--- config.mk ---
export PLATFORM = sky130hd
export DESIGN_NAME = up_tpl_pn_err_counters_flat
export DESIGN_NICKNAME = d
export VERILOG_FILES = /design/src/rtl/up_tpl_pn_err_counters_pkg.sv /design/src/rtl/up_tpl_pn_err_counters_if.sv /design/src/rtl/up_tpl_pn_err_counters_sat_counter.sv /design/src/rtl/up_tpl_pn_err_counters.sv /design/src/flat_wrapper.sv
export SDC_FILE = /design/constraint.sdc
export NUM_CORES = 1
export LEC_CHECK = 0
export BUFFER_PORTS_ARGS = -buffer_cell sky130_fd_sc_hd__buf_2
export CORE_ASPECT_RATIO = 1.4
export CORE_MARGIN = 5
export CORE_UTILIZATION = 41
export DETAILED_ROUTE_END_ITERATION = 10
export PLACE_DENSITY_LB_ADDON = 0.1
export SETUP_SLACK_MARGIN = 0.4
export SYNTH_ARGS = -nofsm -noshare
export SYNTH_HDL_FRONTEND = slang
export SYNTH_SLANG_ARGS = --single-unit
--- constraint.sdc ---
create_clock -name up_clk -period 1.9 [get_ports up_clk]
set_input_delay 0.19 -clock up_clk [delete_from_list [all_inputs] [get_ports up_clk]]
set_output_delay 0.19 -clock up_clk [all_outputs]
set_load 0.01 [all_outputs]
--- src/rtl/up_tpl_pn_err_counters_pkg.sv ---
// Shared register map constants and address-decode helpers for the
// per-channel PN error counter bank.
package up_tpl_pn_pkg;

    localparam int MAX_CHANNELS = 64;

    localparam logic [7:0] OFF_CTRL       = 8'h00;
    localparam logic [7:0] OFF_STATUS     = 8'h01;
    localparam logic [7:0] OFF_IRQ_MASK   = 8'h02;
    localparam logic [7:0] OFF_CONFIG     = 8'h03;
    localparam logic [7:0] COUNT_BASE     = 8'h10;
    localparam logic [7:0] CH_STATUS_BASE = 8'h50;
    localparam logic [7:0] CH_STATUS_END  = 8'h90;

    localparam int CTRL_CLEAR_ALL_BIT = 0;
    localparam int CTRL_HOLD_BIT      = 1;
    localparam int MASK_SAT_BIT       = 0;
    localparam int MASK_OOS_BIT       = 1;

    typedef enum logic [1:0] {
        REGION_COMMON,
        REGION_COUNT,
        REGION_CH_STATUS,
        REGION_NONE
    } region_e;

    function automatic region_e region_of(input logic [7:0] off);
        if (off < COUNT_BASE)          return REGION_COMMON;
        else if (off < CH_STATUS_BASE) return REGION_COUNT;
        else if (off < CH_STATUS_END)  return REGION_CH_STATUS;
        else                           return REGION_NONE;
    endfunction

    // Channel index within whichever per-channel window the offset falls in.
    function automatic logic [5:0] ch_index(input logic [7:0] off);
        if (off >= CH_STATUS_BASE) return 6'(off - CH_STATUS_BASE);
        else                       return 6'(off - COUNT_BASE);
    endfunction

endpackage

--- src/rtl/up_tpl_pn_err_counters_if.sv ---
// up_* register bus bundle: request side from the master, ack/data back.
interface up_tpl_pn_err_counters_if;

    logic        up_wreq;
    logic [13:0] up_waddr;
    logic [31:0] up_wdata;
    logic        up_wack;
    logic        up_rreq;
    logic [13:0] up_raddr;
    logic [31:0] up_rdata;
    logic        up_rack;

    modport master (
        output up_wreq, up_waddr, up_wdata, up_rreq, up_raddr,
        input  up_wack, up_rdata, up_rack
    );

    modport slave (
        input  up_wreq, up_waddr, up_wdata, up_rreq, up_raddr,
        output up_wack, up_rdata, up_rack
    );

endinterface

--- src/rtl/up_tpl_pn_err_counters_sat_counter.sv ---
// Saturating event counter with freeze and a clear that overrides any
// coincident increment.
module up_tpl_sat_counter #(
    parameter int COUNTER_WIDTH = 16
) (
    input  logic                     clk,
    input  logic                     rst,
    input  logic                     inc,
    input  logic                     clr,
    input  logic                     hold,
    output logic [COUNTER_WIDTH-1:0] count,
    output logic                     saturated
);

    localparam logic [COUNTER_WIDTH-1:0] MAX_COUNT = '1;

    logic [COUNTER_WIDTH-1:0] count_d, count_q;

    always_comb begin
        count_d = count_q;
        if (clr) begin
            count_d = '0;
        end else if (inc && !hold && (count_q != MAX_COUNT)) begin
            count_d = count_q + 1'b1;
        end
    end

    always_ff @(posedge clk) begin
        if (rst) begin
            count_q <= '0;
        end else begin
            count_q <= count_d;
        end
    end

    assign count     = count_q;
    assign saturated = (count_q == MAX_COUNT);

endmodule

--- src/rtl/up_tpl_pn_err_counters.sv ---
// Per-channel PN error counter bank on the up_* bus: saturating counts,
// sticky OOS flags, hold/clear control and a maskable interrupt.
module up_tpl_pn_err_counters
    import up_tpl_pn_pkg::*;
#(
    parameter int         NUM_CHANNELS  = 1,
    parameter int         COUNTER_WIDTH = 16,
    parameter logic [5:0] COMMON_ID     = 6'h3
) (
    input  logic                    up_clk,
    input  logic                    up_rst,
    input  logic [NUM_CHANNELS-1:0] pn_err,
    input  logic [NUM_CHANNELS-1:0] pn_oos,
    up_tpl_pn_err_counters_if.slave up_bus,
    output logic                    up_irq
);

    logic [COUNTER_WIDTH-1:0] count [NUM_CHANNELS];
    logic [NUM_CHANNELS-1:0]  sat, cnt_clr, sticky_w1c, sticky_d, sticky_q;
    logic                     hold_d, hold_q;
    logic [1:0]               mask_d, mask_q;
    logic                     wack_d, wack_q, rack_d, rack_q, irq_d, irq_q;
    logic [31:0]              rdata_d, rdata_q;
    logic                     wr_hit, rd_hit, clear_all;
    logic [7:0]               woff, roff;
    logic [5:0]               wr_idx, rd_idx;
    region_e                  wr_region, rd_region;
    logic                     wdata_unused;

    assign wdata_unused = ^up_bus.up_wdata[31:2];

    assign woff      = up_bus.up_waddr[7:0];
    assign roff      = up_bus.up_raddr[7:0];
    assign wr_hit    = up_bus.up_wreq && (up_bus.up_waddr[13:8] == COMMON_ID);
    assign rd_hit    = up_bus.up_rreq && (up_bus.up_raddr[13:8] == COMMON_ID);
    assign wr_region = region_of(woff);
    assign rd_region = region_of(roff);
    assign wr_idx    = ch_index(woff);
    assign rd_idx    = ch_index(roff);

    for (genvar g = 0; g < NUM_CHANNELS; g++) begin : g_ch
        up_tpl_sat_counter #(
            .COUNTER_WIDTH (COUNTER_WIDTH)
        ) u_cnt (
            .clk       (up_clk),
            .rst       (up_rst),
            .inc       (pn_err[g] & ~pn_oos[g]),
            .clr       (cnt_clr[g]),
            .hold      (hold_q),
            .count     (count[g]),
            .saturated (sat[g])
        );
    end

    // Writes act on the edge that raises up_wack, so clears beat same-cycle events.
    always_comb begin
        hold_d     = hold_q;
        mask_d     = mask_q;
        clear_all  = 1'b0;
        cnt_clr    = '0;
        sticky_w1c = '0;
        if (wr_hit && (woff == OFF_CTRL)) begin
            hold_d    = up_bus.up_wdata[CTRL_HOLD_BIT];
            clear_all = up_bus.up_wdata[CTRL_CLEAR_ALL_BIT];
        end
        if (wr_hit && (woff == OFF_IRQ_MASK)) begin
            mask_d = up_bus.up_wdata[1:0];
        end
        for (int i = 0; i < NUM_CHANNELS; i++) begin
            if (wr_hit && (wr_region == REGION_COUNT) && (wr_idx == 6'(i))) begin
                cnt_clr[i] = 1'b1;
            end
            if (wr_hit && (wr_region == REGION_CH_STATUS) && (wr_idx == 6'(i))) begin
                sticky_w1c[i] = up_bus.up_wdata[0];
            end
        end
        cnt_clr  = cnt_clr | {NUM_CHANNELS{clear_all}};
        // A live OOS in the clear cycle re-sets the flag.
        sticky_d = (sticky_q & ~sticky_w1c & ~{NUM_CHANNELS{clear_all}}) | pn_oos;
        wack_d   = wr_hit;
        irq_d    = (mask_q[MASK_SAT_BIT] & (|sat)) | (mask_q[MASK_OOS_BIT] & (|sticky_q));
    end

    always_comb begin
        rdata_d = '0;
        rack_d  = rd_hit;
        if (rd_hit) begin
            case (rd_region)
                REGION_COMMON: begin
                    case (roff)
                        OFF_CTRL:     rdata_d = {30'd0, hold_q, 1'b0};
                        OFF_STATUS:   rdata_d = {29'd0, irq_q, |sticky_q, |sat};
                        OFF_IRQ_MASK: rdata_d = {30'd0, mask_q};
                        OFF_CONFIG:   rdata_d = {16'd0, 8'(COUNTER_WIDTH), 8'(NUM_CHANNELS)};
                        default:      rdata_d = '0;
                    endcase
                end
                REGION_COUNT: begin
                    for (int i = 0; i < NUM_CHANNELS; i++) begin
                        if (rd_idx == 6'(i)) rdata_d = 32'(count[i]);
                    end
                end
                REGION_CH_STATUS: begin
                    for (int i = 0; i < NUM_CHANNELS; i++) begin
                        if (rd_idx == 6'(i)) rdata_d = {29'd0, pn_oos[i], sat[i], sticky_q[i]};
                    end
                end
                default: rdata_d = '0;
            endcase
        end
    end

    always_ff @(posedge up_clk) begin
        if (up_rst) begin
            sticky_q <= '0;
            hold_q   <= 1'b0;
            mask_q   <= '0;
            wack_q   <= 1'b0;
            rack_q   <= 1'b0;
            rdata_q  <= '0;
            irq_q    <= 1'b0;
        end else begin
            sticky_q <= sticky_d;
            hold_q   <= hold_d;
            mask_q   <= mask_d;
            wack_q   <= wack_d;
            rack_q   <= rack_d;
            rdata_q  <= rdata_d;
            irq_q    <= irq_d;
        end
    end

    assign up_bus.up_wack  = wack_q;
    assign up_bus.up_rack  = rack_q;
    assign up_bus.up_rdata = rdata_q;
    assign up_irq          = irq_q;

endmodule

--- src/flat_wrapper.sv ---
// flat-port wrapper written by rule: the top's interface ports become plain ports
module up_tpl_pn_err_counters_flat import up_tpl_pn_pkg::*;
#(
    parameter int         NUM_CHANNELS  = 1,
    parameter int         COUNTER_WIDTH = 16,
    parameter logic [5:0] COMMON_ID     = 6'h3
)
  (up_clk, up_rst, pn_err, pn_oos, up_irq, up_bus_up_wreq, up_bus_up_waddr, up_bus_up_wdata, up_bus_up_rreq, up_bus_up_raddr, up_bus_up_wack, up_bus_up_rdata, up_bus_up_rack);
  up_tpl_pn_err_counters_if up_bus_i ();
  input  logic up_clk;
  input  logic up_rst;
  input  logic [NUM_CHANNELS-1:0] pn_err;
  input  logic [NUM_CHANNELS-1:0] pn_oos;
  output logic up_irq;
  input wire logic [$bits(up_bus_i.up_wreq)-1:0] up_bus_up_wreq;
  input wire logic [$bits(up_bus_i.up_waddr)-1:0] up_bus_up_waddr;
  input wire logic [$bits(up_bus_i.up_wdata)-1:0] up_bus_up_wdata;
  input wire logic [$bits(up_bus_i.up_rreq)-1:0] up_bus_up_rreq;
  input wire logic [$bits(up_bus_i.up_raddr)-1:0] up_bus_up_raddr;
  output wire logic [$bits(up_bus_i.up_wack)-1:0] up_bus_up_wack;
  output wire logic [$bits(up_bus_i.up_rdata)-1:0] up_bus_up_rdata;
  output wire logic [$bits(up_bus_i.up_rack)-1:0] up_bus_up_rack;
  assign up_bus_i.up_wreq = up_bus_up_wreq;
  assign up_bus_i.up_waddr = up_bus_up_waddr;
  assign up_bus_i.up_wdata = up_bus_up_wdata;
  assign up_bus_i.up_rreq = up_bus_up_rreq;
  assign up_bus_i.up_raddr = up_bus_up_raddr;
  assign up_bus_up_wack = up_bus_i.up_wack;
  assign up_bus_up_rdata = up_bus_i.up_rdata;
  assign up_bus_up_rack = up_bus_i.up_rack;
  up_tpl_pn_err_counters #(.NUM_CHANNELS(NUM_CHANNELS), .COUNTER_WIDTH(COUNTER_WIDTH), .COMMON_ID(COMMON_ID)) u_core (.up_clk(up_clk), .up_rst(up_rst), .pn_err(pn_err), .pn_oos(pn_oos), .up_bus(up_bus_i), .up_irq(up_irq));
endmodule
==> results.cfg <==
[detailed_routing]
wl_per_cell_um = 14.44
drt_iter0_markers = 114
via_per_inst = 5.353
drt_wl_total_mm = 5.272
ant_nets = 0
drc = 0
num_vias = 1954
drtPass1Iterations = 4

[place]
dp_hpwl_mm = 3.625
io_buffers = 54
dp_cells = 336
gp_congestion = 0.7945

[logic_synthesis]
yosysSeqAreaShare_pct = 39.82
syn_area_um2 = 1961
ys_warn_count = 0
synth_flop_cell = dfxtp_1
syn_area_per_cell_um2 = 9.205
synth-edff-count = 0
synth_cell_types = 46
synthArstFlopShare_pct = 0
netlist_instances = 213
ys_seq_elements = 39

[worst_setup_path]
critPathMaxFanout = 6
cp.arrival_ns = 1.83
cp-startpoint = u_core.g_ch[0].u_cnt.count[0]$_SDFFE_PP0P_
end_kind = flop
required_ns = 2.12
crit_type = flop to flop
setup.worst_path.start_class = flop
timing.rr.start = u_core.g_ch[0].u_cnt.count[0]$_SDFFE_PP0P_

[pwr]
power_density_nw_per_um2 = 571.3
p_leak_nw = 1.154
ir_worst_vdd_uv = 323.6

[floorplan]
pin_count = 101
die-area_um2 = 6285
die_w_um = 68.45
core.rowCount = 29
coreArea_um2 = 4572
start_util_pct = 42.88
die-height_um = 91.82

[global_route]
antenna_found_initial = 0
overflow = 0
grt_max_degree = 17
grt_use_total_pct = 17.16
first_global_vias = 1870
grt_pass1_wl_mm = 8.466

[sta]
rsz0062_at_grt = yes
slew_viol_final = 0
setup_tns_ns = 0
finalHoldViolCount = 0
fin_skew_ns = 0.004372
period_minus_slack_ns = 1.608
setup_viol = 0
max_freq_ghz = 0.6218
finalCritPeriodShare_pct = 84.64

[layout]
final_common_cell = buf_2
regArea_um2 = 829.5
multi_input_area_um2 = 1182
antennaDiodeCount = 0
area_growth_pct = 43.20
drive_above_1_share_pct = 48.18
instances_no_fill = 365
fill_cells = 440
final_cell_mix = buf_2 (54), buf_4 (25), dfxtp_1 (22)
layout.nets = 369

[run]
drv_cap = 0

[cts]
cts_sinks = 39
root_buffer = clkbuf_8
clk_pin_slew_ns = 0.07
cts_tree = yes
clockBufferDepth = 2
clk-insertion-delay-late_ns = 0.29
cts_buffers = 5
cts_max_level = 2

[outcome]
status = finished, final reports clean

[hold_path]
worstHoldPathType = input pin to flop
hp-start = up_bus_up_wdata[1]
==> per-stage QoR <==
step / setup WS (ns) / area [µm²] / utilization (%) / power [mW] / hold slack, ns
final: 0.2918 / 2808 / 61.41 / 1.604 / 0.1791
after global routing: 0.2351 / 2808 / 61.41 / 1.673 / 0.1869
after CTS: 0.2929 / 2668 / 58.35 / 1.632 / 0.1685
after detailed placement: 0.2250 / 2360 / 51.61 / 0.9641 / 0.4820
after global placement: 0.2204 / 2360 / 51.61 / 0.9624 / 0.4874
after floorplan: 0.3990 / 2054 / - / 0.9219 / 0.2517
==> cells by family (layout without fill, tap and decap cells) <==
group | Yosys count | in the layout | synth area share [%]
AO/OA/AOI/OAI | 53 | 53 | 16.85
other | 1 | 16 | 0.1913
adder cells (fa/ha/maj) | 1 | 1 | 0.6381
buffers and inverters | 25 | 99 | 9.189
multiplexers | 2 | 2 | 1.149
XOR/XNOR | 1 | 1 | 0.4468
flip-flops | 39 | 39 | 39.82
AND/OR/NAND/NOR | 91 | 92 | 31.72
==> sequential cells by signal (all words and copies together), names as in the netlist <==
register / count
u_core.g_ch.u_cnt.count: 16
u_core.hold_q: 1
u_core.mask_q: 2
u_core.sticky_q: 1
u_core.up_bus.up_rack: 1
u_core.up_bus.up_rdata: 16
u_core.up_bus.up_wack: 1
u_core.up_irq: 1
==> layout make-up <==
class                           instances  area share, %
Tap cell                               62          2.763
Clock inverter                          1         0.1783
Timing Repair Buffer                   87          21.03
Inverter                                4         0.5348
Sequential cell                        39          29.55
Multi-Input combinational cell        165          42.11
Clock buffer                            7          3.832
==> routing by layer <==
layer | track usage, % | wire length (µm)
met5 | 0 | 0
met4 | 6.965 | 87
met3 | 2.934 | 240
met2 | 31.71 | 3013
met1 | 18.26 | 1930
==> cell usage after synthesis (2+ instances only) <==
| master | count | area (µm²) |
|---|---|---|
| and3_1 | 2 | 12.51 |
| nand4b_1 | 3 | 26.28 |
| a32oi_1 | 2 | 17.52 |
| nand4_2 | 2 | 25.02 |
| nand3b_1 | 4 | 30.03 |
| or4_1 | 12 | 90.09 |
| o21ai_0 | 9 | 45.04 |
| buf_4 | 17 | 127.6 |
| buf_6 | 3 | 33.78 |
| nand3_1 | 10 | 50.05 |
| nor4b_1 | 2 | 17.52 |
| nor4_1 | 4 | 25.02 |
| dfxtp_1 | 39 | 780.8 |
| and3b_1 | 2 | 17.52 |
| nor2_1 | 5 | 18.77 |
| a21oi_1 | 23 | 115.1 |
| nand2_1 | 11 | 41.29 |
| nand4_1 | 5 | 31.28 |
| o211ai_1 | 2 | 15.01 |
| o31ai_1 | 12 | 90.09 |
| mux2_2 | 2 | 22.52 |
| inv_1 | 4 | 15.01 |
| or3_1 | 3 | 18.77 |
| and2_1 | 10 | 62.56 |
| nor3_1 | 4 | 20.02 |
==> what timing repair did <==
item / CTS / global route
setup endpoints to repair: 18 / 19
buffers inserted: 15 / 4
pin swaps: 19 / 17
resized for setup: 14 / 32
hold buffers: 0 / 0
cloned: 2 / 0
==> report_power, final <==
| part | internal (mW) | switching [mW] | leakage [nW] |
|---|---|---|---|
| combinational | 0.0624 | 0.0717 | 0.769 |
| sequential | 0.806 | 0.00399 | 0.326 |
| clock | 0.372 | 0.288 | 0.0594 |
==> worst paths after layout <==
check                           cells after the start                                    endpoint  slack (ns)
worst min-delay path                                3               u_core.mask_q[1]$_SDFFE_PP0P_        0.18
worst max register to register                      7  u_core.g_ch[0].u_cnt.count[8]$_SDFFE_PP0P_        0.29
worst max-delay path                                7  u_core.g_ch[0].u_cnt.count[8]$_SDFFE_PP0P_        0.29
worst min register to register                      1        u_core.up_bus.up_rdata[9]$_SDFF_PP0_        0.49
==> worst max-delay path, stage by stage, from the launching register on <==
cell and delay (ns):
dfxtp_4 0.36, ha_4 0.17, nand4_4 0.08, nor4_4 0.05
buf_4 0.16, buf_12 0.13, or4_1 0.46, a21oi_1 0.13
Note: power is estimated with default switching activity, not from simulation.
